**src/rtl/common_pkg.sv**
```systemverilog
// Shared types for the EX stage: ALU op encoding, divide sequencer state
// and the divide-family decode helpers.
package common_pkg;

    localparam int XLEN = 32;

    typedef enum logic [3:0] {
        ALU_ADD, ALU_SUB, ALU_AND, ALU_OR, ALU_XOR, ALU_SLL, ALU_SRL, ALU_SRA,
        ALU_SLT, ALU_SLTU, ALU_MUL, ALU_DIV, ALU_DIVU, ALU_REM, ALU_REMU
    } alu_op_t;

    typedef enum logic [1:0] {
        IDLE, BUSY, DONE
    } seq_state_t;

    function automatic logic is_div_op(input alu_op_t op);
        return op inside {ALU_DIV, ALU_DIVU, ALU_REM, ALU_REMU};
    endfunction

    function automatic logic is_signed_div(input alu_op_t op);
        return op inside {ALU_DIV, ALU_REM};
    endfunction

    function automatic logic is_rem_op(input alu_op_t op);
        return op inside {ALU_REM, ALU_REMU};
    endfunction

endpackage

```
**src/rtl/div_step.sv**
```systemverilog
// One restoring-division step: shift the next dividend bit into the partial
// remainder, subtract the divisor, keep the difference if it did not underflow.
module div_step #(
    parameter int XLEN = 32
) (
    input  logic [XLEN-1:0] rem_in,
    input  logic [XLEN-1:0] quo_in,
    input  logic [XLEN-1:0] divisor,
    output logic [XLEN-1:0] rem_out,
    output logic [XLEN-1:0] quo_out
);

    logic [XLEN:0] shifted;
    logic [XLEN:0] diff;

    assign shifted = {rem_in, quo_in[XLEN-1]};
    assign diff    = shifted - {1'b0, divisor};
    // rem_in < divisor, so a non-negative difference always fits in XLEN bits
    assign rem_out = diff[XLEN] ? shifted[XLEN-1:0] : diff[XLEN-1:0];
    assign quo_out = {quo_in[XLEN-2:0], ~diff[XLEN]};

endmodule

```
**src/rtl/muldiv_sequencer.sv**
```systemverilog
// Multi-cycle divide/remainder sequencer for the EX stage. Stalls the front
// of the pipe while a 32-step restoring division runs, then pulses result_valid.
module muldiv_sequencer #(
    parameter int XLEN = common_pkg::XLEN
) (
    input  logic                 clk,
    input  logic                 reset_n,
    input  logic                 start,
    input  common_pkg::alu_op_t  alu_op,
    input  logic [XLEN-1:0]      operand_a,
    input  logic [XLEN-1:0]      operand_b,
    input  logic                 flush,
    output logic                 stall,
    output logic                 result_valid,
    output logic [XLEN-1:0]      result
);
    import common_pkg::*;

    localparam int CW = $clog2(XLEN);
    localparam logic [XLEN-1:0] INT_MIN = {1'b1, {(XLEN-1){1'b0}}};

    seq_state_t      state_q, state_d;
    logic [CW-1:0]   cnt_q;
    logic [XLEN-1:0] rem_q, quo_q, div_q, result_q;
    logic            qneg_q, rneg_q, want_rem_q, bypass_q;

    logic            accept, sgn, a_neg, b_neg, div0, ovf;
    logic [XLEN-1:0] abs_a, abs_b, step_rem, step_quo, q_fix, r_fix, sel;

    assign sgn    = is_signed_div(alu_op);
    assign a_neg  = sgn & operand_a[XLEN-1];
    assign b_neg  = sgn & operand_b[XLEN-1];
    assign abs_a  = a_neg ? -operand_a : operand_a;
    assign abs_b  = b_neg ? -operand_b : operand_b;
    assign div0   = (operand_b == '0);
    assign ovf    = sgn & (operand_a == INT_MIN) & (operand_b == '1);
    assign accept = (state_q == IDLE) & start & ~flush & is_div_op(alu_op);

    div_step #(.XLEN(XLEN)) u_step (
        .rem_in  (rem_q),
        .quo_in  (quo_q),
        .divisor (div_q),
        .rem_out (step_rem),
        .quo_out (step_quo)
    );

    always_comb begin
        state_d = state_q;
        stall   = 1'b0;
        case (state_q)
            IDLE: if (accept) begin
                stall   = 1'b1;
                state_d = (div0 | ovf) ? DONE : BUSY;
            end
            BUSY: begin
                stall = 1'b1;
                if (flush)
                    state_d = IDLE;
                else if (cnt_q == CW'(XLEN-1))
                    state_d = DONE;
            end
            DONE:    state_d = IDLE;
            default: state_d = IDLE;
        endcase
    end

    // Short-circuit cases already hold their final values, so skip the fix-up
    assign q_fix        = qneg_q ? -quo_q : quo_q;
    assign r_fix        = rneg_q ? -rem_q : rem_q;
    assign sel          = bypass_q ? (want_rem_q ? rem_q : quo_q)
                                   : (want_rem_q ? r_fix : q_fix);
    assign result_valid = (state_q == DONE) & ~flush;
    assign result       = result_valid ? sel : result_q;

    always_ff @(posedge clk or negedge reset_n) begin
        if (!reset_n) begin
            state_q    <= IDLE;
            cnt_q      <= '0;
            rem_q      <= '0;
            quo_q      <= '0;
            div_q      <= '0;
            result_q   <= '0;
            qneg_q     <= 1'b0;
            rneg_q     <= 1'b0;
            want_rem_q <= 1'b0;
            bypass_q   <= 1'b0;
        end else begin
            state_q <= state_d;
            if (accept) begin
                cnt_q      <= '0;
                div_q      <= abs_b;
                qneg_q     <= a_neg ^ b_neg;
                rneg_q     <= a_neg;
                want_rem_q <= is_rem_op(alu_op);
                bypass_q   <= div0 | ovf;
                if (div0) begin
                    quo_q <= '1;
                    rem_q <= operand_a;
                end else if (ovf) begin
                    quo_q <= INT_MIN;
                    rem_q <= '0;
                end else begin
                    quo_q <= abs_a;
                    rem_q <= '0;
                end
            end else if (state_q == BUSY && !flush) begin
                rem_q <= step_rem;
                quo_q <= step_quo;
                cnt_q <= cnt_q + CW'(1);
            end
            if (result_valid)
                result_q <= sel;
        end
    end

endmodule

```
**config.mk**
```make
export PLATFORM = sky130hd
export DESIGN_NAME = muldiv_sequencer
export DESIGN_NICKNAME = d
export VERILOG_FILES = /design/src/rtl/common_pkg.sv /design/src/rtl/div_step.sv /design/src/rtl/muldiv_sequencer.sv
export SDC_FILE = /design/constraint.sdc
export NUM_CORES = 1
export LEC_CHECK = 0
export ABC_AREA = 1
export BUFFER_PORTS_ARGS = -buffer_cell sky130_fd_sc_hd__buf_2
export CAP_MARGIN = 15
export CORE_ASPECT_RATIO = 0.9
export CORE_UTILIZATION = 45
export DETAILED_ROUTE_END_ITERATION = 8
export GPL_TIMING_DRIVEN = 1
export PLACE_DENSITY = 0.74
export SLEW_MARGIN = 20
export SYNTH_ARGS = -nofsm -noshare
export SYNTH_HDL_FRONTEND = slang
export SYNTH_SLANG_ARGS = --single-unit
```
**constraint.sdc**
```tcl
create_clock -name clk -period 2.82 [get_ports clk]
set_input_delay 0 -clock clk [delete_from_list [all_inputs] [get_ports clk]]
set_output_delay 0 -clock clk [all_outputs]
set_load 0.05 [all_outputs]
```
Yosys cells after proc, flatten, opt, wreduce, memory -nomap -nowiden. Cells that the tools add are included.

Reductions and logical operators: 9. Bitwise gates (word level): 12. Add/sub/neg operators: 6. Muxes and demuxes: 25. Equality and inequality tests: 11.

Operators by type and width (count): 32-bit two-way mux (16); 32-bit negation (4); 32-bit equality test (second input constant) (2); 33-bit by 32-bit subtractor with 33-bit output (1); 32-bit zero test (1); 4-bit equality test (second input constant) (4); 5-bit two-way mux (2); 1-bit AND (8); 2-bit two-way mux (4); 2-bit nonzero test (3); 5-bit by 1-bit adder with 5-bit output (second input constant) (1); 5-bit equality test (second input constant) (1); 2-bit one-hot mux with 2 select lines (1); 4-bit nonzero test (1); 3-bit != test (second input constant) (1); 2-bit by 1-bit equality test with 1-bit output (second input constant) (1); 2-bit equality test (second input constant) (1); 2-bit zero test (1); 2-bit != test (second input constant) (1); 1-bit inverter (2); 1-bit one-hot mux with 2 select lines (1); 2-bit AND reduction (1); 1-bit logical AND (1); 1-bit zero test (1); 3 further kinds (3).

Output and inout port bits: 34. Word-level logic and storage cells: 73. Register bits: 139. Input bits: 72.

Depth between registers and ports, before layout.
Depth after elaboration: 8. Gate-level depth with buffers: 19. Gate-level depth less buffers: 18.

By module. From an unflattened synthesis, not the netlist that was laid out.

Cells, all modules: 2492. Area total of the unflattened synthesis: 14555.2 µm².

Modules (own cells, without submodules): muldiv_sequencer (cells an instance 1778, area each 11159.5 µm², instances 1, seq. area each 3478.3 µm²); div_step (cells an instance 714, area each 3395.8 µm², instances 1, seq. area each 0.0 µm²).

Worst setup path before layout. Ideal clock, no wire load.

Path kind: reg2reg. Start: register rem_q[0]. End: register result_q[30]. Data required time: 2.567 ns. Path buffers: 0. Path slack: -0.213 ns. Period minus slack after synthesis: 3.033 ns. Setup time: 0.253 ns. Arrival time: 2.779 ns. Stages on the path, launching flop included: 13. Cells stage by stage: dfrtp_1 -> inv_1 -> ha_1 -> nand4_1 -> nand2_1 -> nand4_1 -> nor2_1 -> nand2_1 -> nand2_1 -> nand3_1 -> nand2_1 -> nand2_1 -> a21boi_0.

Cells in the longest elaborated chain, start to end: 5.

RTL lines: start: declaration (RTL line muldiv_sequencer.sv:24) `logic [XLEN-1:0] rem_q, quo_q, div_q, result_q;`; start signal: assignment (RTL line muldiv_sequencer.sv:98) `rem_q <= operand_a;`; start signal: assignment (RTL line muldiv_sequencer.sv:107) `rem_q <= step_rem;`; 32-bit negation (RTL line muldiv_sequencer.sv:69) `assign r_fix = rneg_q ? -rem_q : rem_q;`; 32-bit two-way mux (RTL line muldiv_sequencer.sv:69); 32-bit two-way mux (RTL line muldiv_sequencer.sv:71) `: (want_rem_q ? r_fix : q_fix);`; 32-bit two-way mux (RTL line muldiv_sequencer.sv:70) `assign sel = bypass_q ? (want_rem_q ? rem_q : quo_q)`; 32-bit two-way mux; named net result[30] (RTL line muldiv_sequencer.sv:15) `output logic [XLEN-1:0] result`; end signal: assignment (RTL line muldiv_sequencer.sv:112) `result_q <= sel;`; end: declaration (RTL line muldiv_sequencer.sv:24).

The timed path passes the listed nets, and every way through them passes these cells. A chain may end at the register's enable or synchronous reset.

Final worst setup path.
Start: register quo_q[0]. End: output result[30].

Cells in the longest elaborated chain, start to end: 5.

RTL lines: start: declaration (RTL line muldiv_sequencer.sv:24); start signal: assignment (RTL line muldiv_sequencer.sv:103) `quo_q <= abs_a;`; start signal: assignment (RTL line muldiv_sequencer.sv:108) `quo_q <= step_quo;`; 32-bit negation (RTL line muldiv_sequencer.sv:68) `assign q_fix = qneg_q ? -quo_q : quo_q;`; 32-bit two-way mux (RTL line muldiv_sequencer.sv:68); 32-bit two-way mux (RTL line muldiv_sequencer.sv:71); 32-bit two-way mux (RTL line muldiv_sequencer.sv:70); 32-bit two-way mux; end: declaration (RTL line muldiv_sequencer.sv:15).

No other way between the ends.

==> results.py <==
metrics = {
    "cells_and_area": {
        "nets": 2554,
        "n_antenna_cell": 0,
        "fill_cells": 3052,
        "stdcell_count": 2858,
        "layout-drive-gt1-share_pct": 13.1,
        "final_area_sq_um": 16100,
        "post-route-util_pct": 53.7,
        "area_growth_pct": 17.4,
    },
    "worst_setup_path": {
        "worstPathArrival_ps": 2740,
        "critical_path_class": "flip-flop to output port",
        "cp-start-kind": "flip-flop",
        "end_kind": "output port",
        "crit_fanout": 8,
        "rrSetupSlack_ps": 160,
        "required_ps": 2820,
    },
    "sta": {
        "relSlewSlack_pct": 54.4,
        "hold_viol": 0,
        "rsz0062_at_grt": "true",
        "finalWorstSetupSlack_ps": 78.7,
        "post-route-period-util_pct": 97.2,
        "setup_violations": 0,
        "fmax_ghz": 0.365,
        "fin_hold_ws_ps": 17.7,
        "fin_skew_ps": 8.21,
        "min_period_ps": 2740,
        "slew_viol_final": 0,
        "tightest_slew_ps": 677,
    },
    "floorplanning": {
        "die_y_um": 168,
        "ios": 106,
        "rows": 60,
        "start_util_pct": 45.8,
        "chipWidth_um": 186,
        "core_sq_um": 30000,
        "dieArea_sq_um": 31200,
    },
    "job": {
        "drv_cap": 0,
    },
    "min_path": {
        "min_path_type": "primary input to flip-flop",
    },
    "grt": {
        "grt_pass1_wl_um": 81400,
        "antenna_found_initial": 1,
        "grt.overflow.total": 0,
        "gr-usage-all-layers_pct": 34.5,
        "grt_start_max_net_pins": 94,
        "grt_pass1_vias": 14500,
    },
    "power_and_ir_drop": {
        "cellPowerDensity_nw_per_um2": 980,
        "p_seq_share_pct": 21.4,
        "power_frac_comb_pct": 63.5,
        "switching_power_uw": 8460,
        "netSwitchingFraction_pct": 53.6,
        "internal_power_uw": 7320,
        "clkPwrFrac_pct": 15.2,
        "irDropWorstVdd_mv": 0.737,
        "p_leak_uw": 0.00835,
    },
    "placed_design": {
        "pre_cts_ws_ps": 218,
        "dp_hpwl_um": 42000,
        "gp_congestion": 1.03,
        "dp_cells": 2778,
        "port_buffers": 105,
        "placed_area_sq_um": 14800,
    },
    "logic_synthesis": {
        "synth_edf_count": 0,
        "synth_top_family_by_area": "simple AND/OR/NAND/NOR gates",
        "synth_compound_area_share_pct": 16.7,
        "yosys_warnings": 0,
        "synth_xor_area_share_pct": 3.45,
        "netlist_instances": 2291,
        "netlist_top_cells_area": "dfrtp_1, nand2_1, inv_1",
        "synthSimpleGateAreaFrac_pct": 38.3,
        "yosys.area.top_type": "dfrtp_1",
        "synthAdderAreaFrac_pct": 3.71,
        "ys_seq_area_share_pct": 25.4,
        "synthMuxAreaShare_pct": 0,
        "synth.distinct_cells": 58,
        "synth_seq_cells": 139,
        "async_reset_ff_share_pct": 100,
        "yosysTopAreaCellShare_pct": 25.4,
        "syn_area_sq_um": 13700,
        "synth.avg_cell_area_sq_um": 5.98,
        "syn-num-nets": 2403,
        "synth_ff_type": "dfrtp_1",
    },
    "clock_tree": {
        "clkLatencyLatePin_ps": 450,
        "clkTransAtPathRegs_ps": 60,
        "cts_tree": "yes",
        "numCtsBuffers": 17,
        "clockBufferDepth": 2,
        "numClockSinks": 139,
        "htreeDepth": 4,
        "root_buffer": "clkbuf_16",
    },
    "route": {
        "drt-pass1-iter-count": 6,
        "drc_errors": 0,
        "vias_per_cell": 5.60,
        "drt-initial-drc-count": 2012,
        "dr_total_vias": 16000,
        "wl_per_cell_um": 18.7,
        "postRouteAntennaNets": 0,
        "drt-total-wl_um": 53300,
    },
    "outcome": {
        "status": "finished, final reports clean",
    },
}
[registers in the layout, indices dropped and copies added (netlist names)]
register / cells
bypass_q: 1
cnt_q: 5
div_q: 32
qneg_q: 1
quo_q: 32
rem_q: 32
result_q: 32
rneg_q: 1
state_q: 2
want_rem_q: 1
[worst max-delay path, cell delays in order, from the launching register on]
cell and delay (ps):
dfrtp_1 410, inv_1 120, ha_1 190, nand3_1 160, nor2_4 170, nand2_1 100
nand2_2 120, nand2_4 110, nor2_4 190, nand3_1 90, nand2_1 80, nand3_1 70
nand2_1 60, nand2_1 60, a21boi_2 180, buf_6 180
[cell type report]
cell class	count	area (sq um)	area share, %
Multi-Input combinational cell	1729	8670	53.8
Sequential cell	139	3480	21.7
Timing Repair Buffer	207	1500	9.33
Inverter	348	1330	8.26
Tap cell	403	504	3.13
Clock buffer	18	439	2.73
Clock inverter	14	168	1.04
[cells in the final DEF (no fill, tap or decap), drive strengths merged, types with 12 or more instances in the layout]
cell,instances
buf,166
nor3,38
a2bb2oi,13
dfrtp,139
nand3,182
o21ai,195
dlygate4sd3,37
nor2,217
a21oi,147
inv,347
o22ai,12
nand4,40
clkbuf,22
nand2,718
ha,39
xor2,47
[per-stage QoR]
step	setup TNS [ps]	power, uW
after floorplan	0	9770
after global placement	0	12700
after detailed placement	0	12800
after CTS	0	15300
after global routing	-283	17000
final	0	15800
[synthesized netlist by cell type (3+ instances only)]
cell type	n
inv_2	3
clkbuf_1	44
nand2_2	25
xnor2_1	7
a21oi_1	127
a31oi_1	6
o31ai_1	6
nor4_1	5
and2_1	4
xor2_1	47
a21boi_0	8
o21ai_0	194
nor2_2	7
inv_1	341
nor2_4	4
o21a_1	3
buf_2	12
or2_2	9
nand2_1	689
a21oi_2	20
nor2_1	206
o211ai_1	5
nand3_1	180
nand4_1	39
buf_1	6
ha_1	39
nand3b_1	8
o21bai_1	3
a22oi_1	4
buf_4	9
dfrtp_1	139
o22ai_1	12
nor3_1	36
a2bb2oi_1	13
[cell families (layout without fill, tap and decap cells)]
kind of cell	Yosys count	in the layout
adder cells (fa/ha/maj)	40	40
flip-flops	139	139
XOR/XNOR	54	54
buffers and inverters	423	587
AND/OR/NAND/NOR	1225	1225
AO/OA/AOI/OAI	410	410
[final timing paths]
kind | start | end | cells past startpoint
worst min-delay path | operand_b[2] | div_q[2] | 5
min in group asynchronous | reset_n | div_q[11] | 2
max in group asynchronous | reset_n | result_q[18] | 3
worst max-delay path | quo_q[0] | result[30] | 15
worst max register to register | quo_q[31] | rem_q[31] | 18
worst min register to register | result_q[23] | result_q[23] | 2
[what timing repair did]
action	CTS	global route
setup buffers	2	9
hold buffers	37	0
hold endpoints to repair	89	0
pin swaps	1	8
endpoints found under the setup margin	9	30
resized for setup	14	66
[per-layer routing]
metal	global-route usage, %	vias to the layer above	routed length [um]	part of all wire (%)
li1	-	7649	-	-
met1	49.1	7463	23200	43
met2	51.6	815	23000	43
met3	7.74	87	5800	11
met4	10.3	0	1370	2.6
met5	0	-	0	0
[power groups by stage]
stage,Clock (uW),Combinational [uW],Sequential (uW)
2_1_floorplan,0,6700,3070
3_3_place_gp,0,9390,3290
3_5_place_dp,0,9510,3320
4_1_cts,2410,9640,3290
5_1_grt,2480,11100,3400
6_report,2390,10000,3370
(Power assumes the default switching activity.)
